File: src/rtl/bus_arbiter.sv
// rtl/bus_arbiter.sv - round-robin imem/dmem arbiter with 3-slave decode and watchdog
module bus_arbiter #(
  parameter logic [31:0] START_ADDR = 32'h0,
  parameter int          BRAM_DEPTH = 12,
  parameter logic [31:0] UART_ADDR  = 32'h100000,
  parameter logic [31:0] TIMER_ADDR = 32'h200000,
  parameter int          TIMEOUT    = 1024
) (
  input  logic        clock,
  input  logic        reset,
  input  logic        imem_valid,
  input  logic [31:0] imem_addr,
  output logic        imem_ready,
  output logic [31:0] imem_rdata,
  output logic        imem_error,
  input  logic        dmem_valid,
  input  logic [31:0] dmem_addr,
  input  logic [31:0] dmem_wdata,
  input  logic [3:0]  dmem_wstrb,
  output logic        dmem_ready,
  output logic [31:0] dmem_rdata,
  output logic        dmem_error,
  output logic [2:0]  slv_valid,
  output logic        slv_instr,
  output logic [31:0] slv_addr,
  output logic [31:0] slv_wdata,
  output logic [3:0]  slv_wstrb,
  input  logic [2:0]  slv_ready,
  input  logic [95:0] slv_rdata
);

  typedef enum logic [1:0] {IDLE, BUSY, ERR} state_t;

  localparam logic [32:0] BRAM_SPAN = 33'd4 << BRAM_DEPTH;
  localparam logic [15:0] WD_LAST   = 16'(TIMEOUT - 1);

  state_t      state;
  logic        gnt_dmem;
  logic        last_dmem;
  logic [15:0] wd;

  logic        pick_dmem;
  logic [31:0] req_addr;
  logic [31:0] bram_off;
  logic [2:0]  hit;
  logic [31:0] req_off;
  logic        sel_ready;
  logic [31:0] sel_rdata;
  logic        tmo;
  logic        done;
  logic        err;
  logic [31:0] rdata;

  // Ties go to whichever requester did not win last time; last_dmem=0 after reset.
  always_comb begin
    pick_dmem = dmem_valid && (!imem_valid || !last_dmem);
    req_addr  = pick_dmem ? dmem_addr : imem_addr;
    bram_off  = req_addr - START_ADDR;
    hit       = 3'b000;
    req_off   = req_addr;
    if ({1'b0, bram_off} < BRAM_SPAN) begin
      hit     = 3'b001;
      req_off = bram_off;
    end else if (req_addr[31:2] == UART_ADDR[31:2]) begin
      hit     = 3'b010;
      req_off = req_addr - UART_ADDR;
    end else if (req_addr[31:4] == TIMER_ADDR[31:4]) begin
      hit     = 3'b100;
      req_off = req_addr - TIMER_ADDR;
    end
  end

  // slv_valid doubles as the one-hot target select while BUSY.
  always_comb begin
    sel_ready = |(slv_ready & slv_valid);
    sel_rdata = 32'h0;
    case (slv_valid)
      3'b001:  sel_rdata = slv_rdata[31:0];
      3'b010:  sel_rdata = slv_rdata[63:32];
      3'b100:  sel_rdata = slv_rdata[95:64];
      default: sel_rdata = 32'h0;
    endcase
    tmo   = (state == BUSY) && (TIMEOUT != 0) && !sel_ready && (wd == WD_LAST);
    done  = ((state == BUSY) && (sel_ready || tmo)) || (state == ERR);
    err   = (state == ERR) || tmo;
    rdata = ((state == BUSY) && sel_ready) ? sel_rdata : 32'h0;
    imem_ready = done && !gnt_dmem;
    imem_error = err && !gnt_dmem;
    imem_rdata = gnt_dmem ? 32'h0 : rdata;
    dmem_ready = done && gnt_dmem;
    dmem_error = err && gnt_dmem;
    dmem_rdata = gnt_dmem ? rdata : 32'h0;
  end

  always_ff @(posedge clock) begin
    if (reset) begin
      state     <= IDLE;
      gnt_dmem  <= 1'b0;
      last_dmem <= 1'b0;
      wd        <= 16'h0;
      slv_valid <= 3'b000;
      slv_instr <= 1'b0;
      slv_addr  <= 32'h0;
      slv_wdata <= 32'h0;
      slv_wstrb <= 4'h0;
    end else begin
      case (state)
        IDLE: begin
          if (imem_valid || dmem_valid) begin
            gnt_dmem  <= pick_dmem;
            last_dmem <= pick_dmem;
            wd        <= 16'h0;
            slv_instr <= !pick_dmem;
            slv_addr  <= req_off;
            slv_wdata <= dmem_wdata;
            slv_wstrb <= pick_dmem ? dmem_wstrb : 4'h0;
            if (hit != 3'b000) begin
              slv_valid <= hit;
              state     <= BUSY;
            end else begin
              state <= ERR;
            end
          end
        end
        BUSY: begin
          if (sel_ready || tmo) begin
            slv_valid <= 3'b000;
            state     <= IDLE;
          end else begin
            wd <= wd + 16'd1;
          end
        end
        ERR:     state <= IDLE;
        default: state <= IDLE;
      endcase
    end
  end

endmodule

File: config.mk
export PLATFORM = sky130hd
export DESIGN_NAME = bus_arbiter
export DESIGN_NICKNAME = d
export VERILOG_FILES = /design/src/rtl/bus_arbiter.sv
export SDC_FILE = /design/constraint.sdc
export NUM_CORES = 1
export LEC_CHECK = 0
export CAP_MARGIN = 20
export CORE_AREA = 2 2 132 134
export CTS_BUF_LIST = sky130_fd_sc_hd__clkbuf_16
export CTS_CLUSTER_DIAMETER = 200
export DETAILED_ROUTE_END_ITERATION = 8
export DIE_AREA = 0 0 134 136
export PLACE_DENSITY = 0.75
export RECOVER_POWER = 100
export SLEW_MARGIN = 20
export SYNTH_ARGS = -nofsm -noshare
export SYNTH_HDL_FRONTEND = slang
export SYNTH_SLANG_ARGS = --single-unit
File: constraint.sdc
create_clock -name clock -period 5.2 [get_ports clock]
set_input_delay 1.04 -clock clock [delete_from_list [all_inputs] [get_ports clock]]
set_output_delay 1.04 -clock clock [all_outputs]
set_load 0.005 [all_outputs]
; After elaboration in Yosys (flattened, before gate mapping)
; Index checks and enable logic that the tools add are counted.
[classes]
addsub = 3
order_cmp = 1
n_eq_ne = 12
mux = 23
n_bitwise = 1
n_reduce_logical = 26
[ops]
columns = cell, count
row1 = $mux W32, 7
row2 = $pmux W32 S3, 1
row3 = $lt A32 B15 Y1 const B, 1
row4 = $mux W16, 2
row5 = $pmux W16 S2, 1
row6 = $sub A32 B21 Y32 const B, 1
row7 = $sub A32 B22 Y32 const B, 1
row8 = $eq A30 B19 Y1 const B, 1
row9 = $eq A28 B18 Y1 const B, 1
row10 = $mux W3, 6
row11 = $add A16 B1 Y16 const B, 1
row12 = $eq A16 B10 Y1 const B, 1
row13 = $logic_and A1 B1 Y1, 9
row14 = $mux W2, 3
row15 = $ne A2 B2 Y1 const B, 3
row16 = $pmux W3 S2, 1
row17 = $logic_or A1 B1 Y1, 5
row18 = $logic_not A1 Y1, 4
row19 = $mux W4, 1
row20 = $pmux W2 S2, 1
row21 = $reduce_and A2 Y1, 2
row22 = $reduce_and A4 Y1, 1
row23 = $and A3 B3 Y3, 1
row24 = $eq A3 B1 Y1 const B, 1
row25 = 10 further kinds, 10
[word_totals]
regBits = 91
out_inout_bits = 140
elab_cells = 74

; Logic depth before layout (Yosys ltp)
[depth]
word_depth = 12
ltp_mapped = 12

; Least setup slack after synthesis
; No wires, ideal clock.
[synth_timing]
kind = in2reg
start = in dmem_valid
end = reg slv_valid[1]
arrival_time_ps = 3222
setup_slack_ps = 1915
cell_stages = 11
cell_sequence = a21bo_1 > buf_6 > mux2i_1 > inv_1 > ha_1 > nor3b_1 > mux2_2 > nor2_1 > nor4_1 > o41ai_1 > a32o_1
[synth_via]
elab_chain_len = 9
elab_cells_between_ends = 16
classes_between = order compare: 1 / eq/ne: 4 / mux: 7 / reduce/logical: 4
[synth_rtl]
columns = item, line
row1 = "start, declared", 16  ; input logic dmem_valid,
row2 = branches (longest 9 deep; another with $lt A32 B15 Y1), --
row3 = "end signal, assigned", 118  ; slv_valid <= hit;
row4 = "end, declared", 23  ; output logic [2:0] slv_valid,
; Parallel ways; which one is timed is not known. The select of a mux whose other input is x is not followed.
; A chain may end at the register's enable or synchronous reset.

; Worst setup path in the final report
[layout_timing]
start = in slv_ready[0]
end = out dmem_rdata[22]
[layout_via]
elab_chain_len = 5
[layout_rtl]
columns = item, line
row1 = "start, declared", 28  ; input logic [2:0] slv_ready,
row2 = $and A3 B3 Y3, 75  ; sel_ready = |(slv_ready & slv_valid);
row3 = $reduce_or A3 Y1, 75
row4 = $logic_and A1 B1 Y1, 86  ; rdata = ((state == BUSY) && sel_ready) ? sel_rdata : 32'h0;
row5 = $mux W32, 86
row6 = $mux W32, 92  ; dmem_rdata = gnt_dmem ? rdata : 32'h0;
row7 = "end, declared", 21  ; output logic [31:0] dmem_rdata,
; No other way between the ends.

==> metrics.md <==
| Metric | Value |
|---|---|
| Synth cell types | `52` |
| Antenna violations before repair | `1` |
| Core Rows | `48` |
| Number of maximum-capacitance violations | `3` |
| Starting density of the core | `0.300` |
| Post-Synthesis Net Count | `925` |
| Wire length on met3 | `1510 um` |
| Detailed-route wire length per cell | `16.4 um` |
| Unrepaired setup endpoints after global routing | `no` |
| Post-synthesis sequential element count | `91` |
| Footprint of the multi-input gates | `3020 um2` |
| Post-synthesis cell count | `717` |
| Via count of the first global-routing pass | `6,153` |
| Buf/Inv on CP | `3` |
| Die height | `136 um` |
| Final GP Congestion | `0.929` |
| I/O pins | `343` |
| Reg clk slew, reported paths | `0.07 ns` |
| Failing checks | `max-capacitance violations, max-slew violations` |
| Later-pin clock latency in the skew report | `0.35 ns` |
| Final worst-path cycle share | `0.895` |
| Power density of the placed cells | `206 nW/um2` |
| Transition at the pin with the smallest max-transition slack | `2.08 ns` |
| Fraction of the yosys area taken by sequential cells | `0.360` |
| Total clock buffers created by CTS | `9` |
| DR WL met2 | `10,100 um` |
| Post-synth design cell area | `5060 um2` |
| Final HPWL DP | `15,700 um` |
| Die area | `18,200 um2` |
| Placed Area | `8650 um2` |
| Std-Cell Core Area | `16,900 um2` |
| Pin count of the biggest net entering global routing | `58` |
| Worst stage delay on the critical path | `0.63 ns` |
| Clock tree from TritonCTS | `built` |
| Final Hold Fails | `0` |
| Count of port buffers added during placement | `342` |
| Worst vdd rail ir drop | `140 uV` |
| Setup slack after placement | `0.953 ns` |
| Master cell of the clock root buffer | `sky130_fd_sc_hd__clkbuf_16` |
| Post-CTS setup-driven buffer insertion count | `0` |
| CTS H-tree lvls | `3` |
| Via/cell ratio | `5.07` |
| Post-synthesis async set-or-reset flop share | `0` |
| First-pass GRT wire length | `32,000 um` |
| Leakage power | `3.52 nW` |
| Setup crit start kind | `input port` |
| Fraction of final layout cells with drive strength greater than 1 | `0.0339` |
| Number of hold buffers added after cts | `0` |
| Final core area utilization | `0.528` |
| Maximum operating frequency | `215 MHz` |
| Relative slew slack | `-0.386` |
| Antenna-violating nets left | `0` |
| Setup skew after layout | `0.00772 ns` |
| Storage cell area | `1820 um2` |
| Final #Nets | `1,236` |
| Fin Hold WS | `0.452 ns` |
| Most used flip-flop cell after synthesis | `sky130_fd_sc_hd__dfxtp_1` |
| Required time at the worst-slack endpoint | `4.16 ns` |
| Post-Route WL | `20,600 um` |
| Cells after DPL | `1,242` |
| Total Power Consumption | `1.83 mW` |
| Number of standard cells in the layout, taps in and fillers out | `1,259` |
| Final Instance Area | `8920 um2` |
| # fillers | `1,631` |
| Count of flip-flops with a built-in enable after synthesis | `0` |
| Worst-path cell with the longest stage delay | `sky130_fd_sc_hd__dlygate4sd3_1` |
| Final Critical Period | `4.65 ns` |
| Total routed wire length on the met1 layer | `8560 um` |
| Arrival time of data at the critical path endpoint | `3.61 ns` |
| Largest fanout of any net on the critical path | `31` |
| Critical Path Sink Type | `output port` |
| Width of the chip | `134 um` |
| Area added between synthesis and finish | `76.1%` |
| Detailed-route via count | `6,380` |
| Mean instance size in the synthesized netlist | `7.06 um2` |
| Crit-path cells | `clkdlybuf4s50_1 -> a222oi_1 -> nor3_1 -> nand2_1 -> clkbuf_2 -> nor2_1 -> dlygate4sd3_1` |
| TritonCTS Sinks | `91` |
| Run status | `finished with violations` |
| GR Overflow Total | `0` |
| Iteration-0 DRC count of the detailed router | `404` |
| Post-layout worst setup margin | `0.547 ns` |
| Setup tns final | `0 ns` |
| Final number of max-transition violations | `140` |
| Maximum root-to-sink buffer count | `2` |
| Resized Gates After CTS | `0` |
| Yosys synthesis warning count | `0` |
| Max Used Layer | `met4` |
| Worst Path Class, Setup | `input port to output port` |
| Drt drc | `0` |
| Family of cells with the greatest summed delay on the critical path | `buffers and inverters` |
| Tot GR Track Use | `0.219` |
| Hold WC Path Type | `register to register` |
| Final count of negative-setup-slack endpoints | `0` |
| TritonRoute pass-1 iters | `5` |
[Yosys cell counts, drive strengths merged (2+ instances only)]
master | n | area, um2
nor2 | 162 | 608
nand2 | 133 | 499
dfxtp | 91 | 1820
a21oi | 77 | 389
clkbuf | 52 | 195
a22oi | 33 | 248
a311oi | 29 | 272
nand3 | 17 | 85.1
xnor2 | 14 | 123
nor4 | 13 | 81.3
nor3 | 12 | 60.1
o21ai | 6 | 30.0
ha | 5 | 62.6
a211oi | 4 | 30.0
a22o | 4 | 35.0
inv | 4 | 15.0
nand2b | 4 | 25.0
nand4 | 4 | 25.0
nor2b | 4 | 25.0
or3 | 4 | 25.0
a31oi | 3 | 18.8
and3 | 3 | 18.8
mux2 | 3 | 33.8
nor3b | 3 | 22.5
a21boi | 2 | 18.8
a21o | 2 | 15.0
and4 | 2 | 17.5
buf | 2 | 22.5
mux2i | 2 | 20.0
o21a | 2 | 15.0
o41ai | 2 | 17.5
or4 | 2 | 15.0
[area by class of cell]
| cell class | instances | share of cell area |
|---|---|---|
| Antenna cell | 1 | 0.000281 |
| Clock buffer | 9 | 0.0253 |
| Clock inverter | 7 | 0.00758 |
| Inverter | 4 | 0.00168 |
| Multi-Input combinational cell | 568 | 0.338 |
| Sequential cell | 91 | 0.204 |
| Tap cell | 225 | 0.0316 |
| Timing Repair Buffer | 354 | 0.391 |
[flip-flops by register name, summed over array words and instances, names as in the netlist]
register   flops
last_dmem      1
slv_addr      32
slv_instr      1
slv_valid      3
slv_wdata     32
slv_wstrb      4
state          2
wd            16
[layout by cell type, fill, tap and decap left out, drive strengths merged, types with 4 or more instances in the layout]
cell type	n
nor2b	4
nand2	133
a22o	4
buf	7
ha	5
nor2	162
nor3	12
inv	5
nand2b	4
clkbuf	15
a21oi	77
clkdlybuf4s50	205
nor4	13
nand3	17
xnor2	14
or3	4
dfxtp	91
a22oi	33
a211oi	4
dlygate4sd3	136
nand4	4
a311oi	29
o21ai	6
[tightest hold or removal path, delay by kind of cell, from the launching register on]
family | cells | cell delay [ns]
flops | 1 | 0.31
compound gates | 1 | 0.05
simple gates | 1 | 0.05
[final timing paths]
check / from / to / slack (ns) / cells past startpoint
setup / recovery: slv_ready[0] / dmem_rdata[22] / 0.55 / 7
hold / removal: slv_wdata[2] / slv_wdata[2] / 0.45 / 2
setup reg to reg: last_dmem / slv_addr[24] / 1.60 / 7
hold reg to reg: slv_wdata[2] / slv_wdata[2] / 0.45 / 2
[metal layers]
layer / vias up / global-route usage
li1: 3138 / -
met1: 2948 / 0.267
met2: 268 / 0.375
met3: 26 / 0.0548
met4: 0 / 0.0768
met5: - / 0
[power breakdown]
| group | switching, mW | internal (mW) | total (mW) |
|---|---|---|---|
| combinational | 0.170 | 0.245 | 0.415 |
| sequential | 0.0230 | 0.743 | 0.766 |
| clock | 0.282 | 0.371 | 0.652 |
| total | 0.475 | 1.36 | 1.83 |
[cells by family after synthesis]
kind of cell    after synthesis  share of synthesized area
simple gates                367                      0.303
fa+ha+maj                     5                     0.0124
buf+inv                      58                     0.0459
compound gates              177                      0.244
flops                        91                      0.360
xor+xnor                     14                     0.0242
mux                           5                     0.0106
Note: power is estimated with default switching activity, not from simulation.
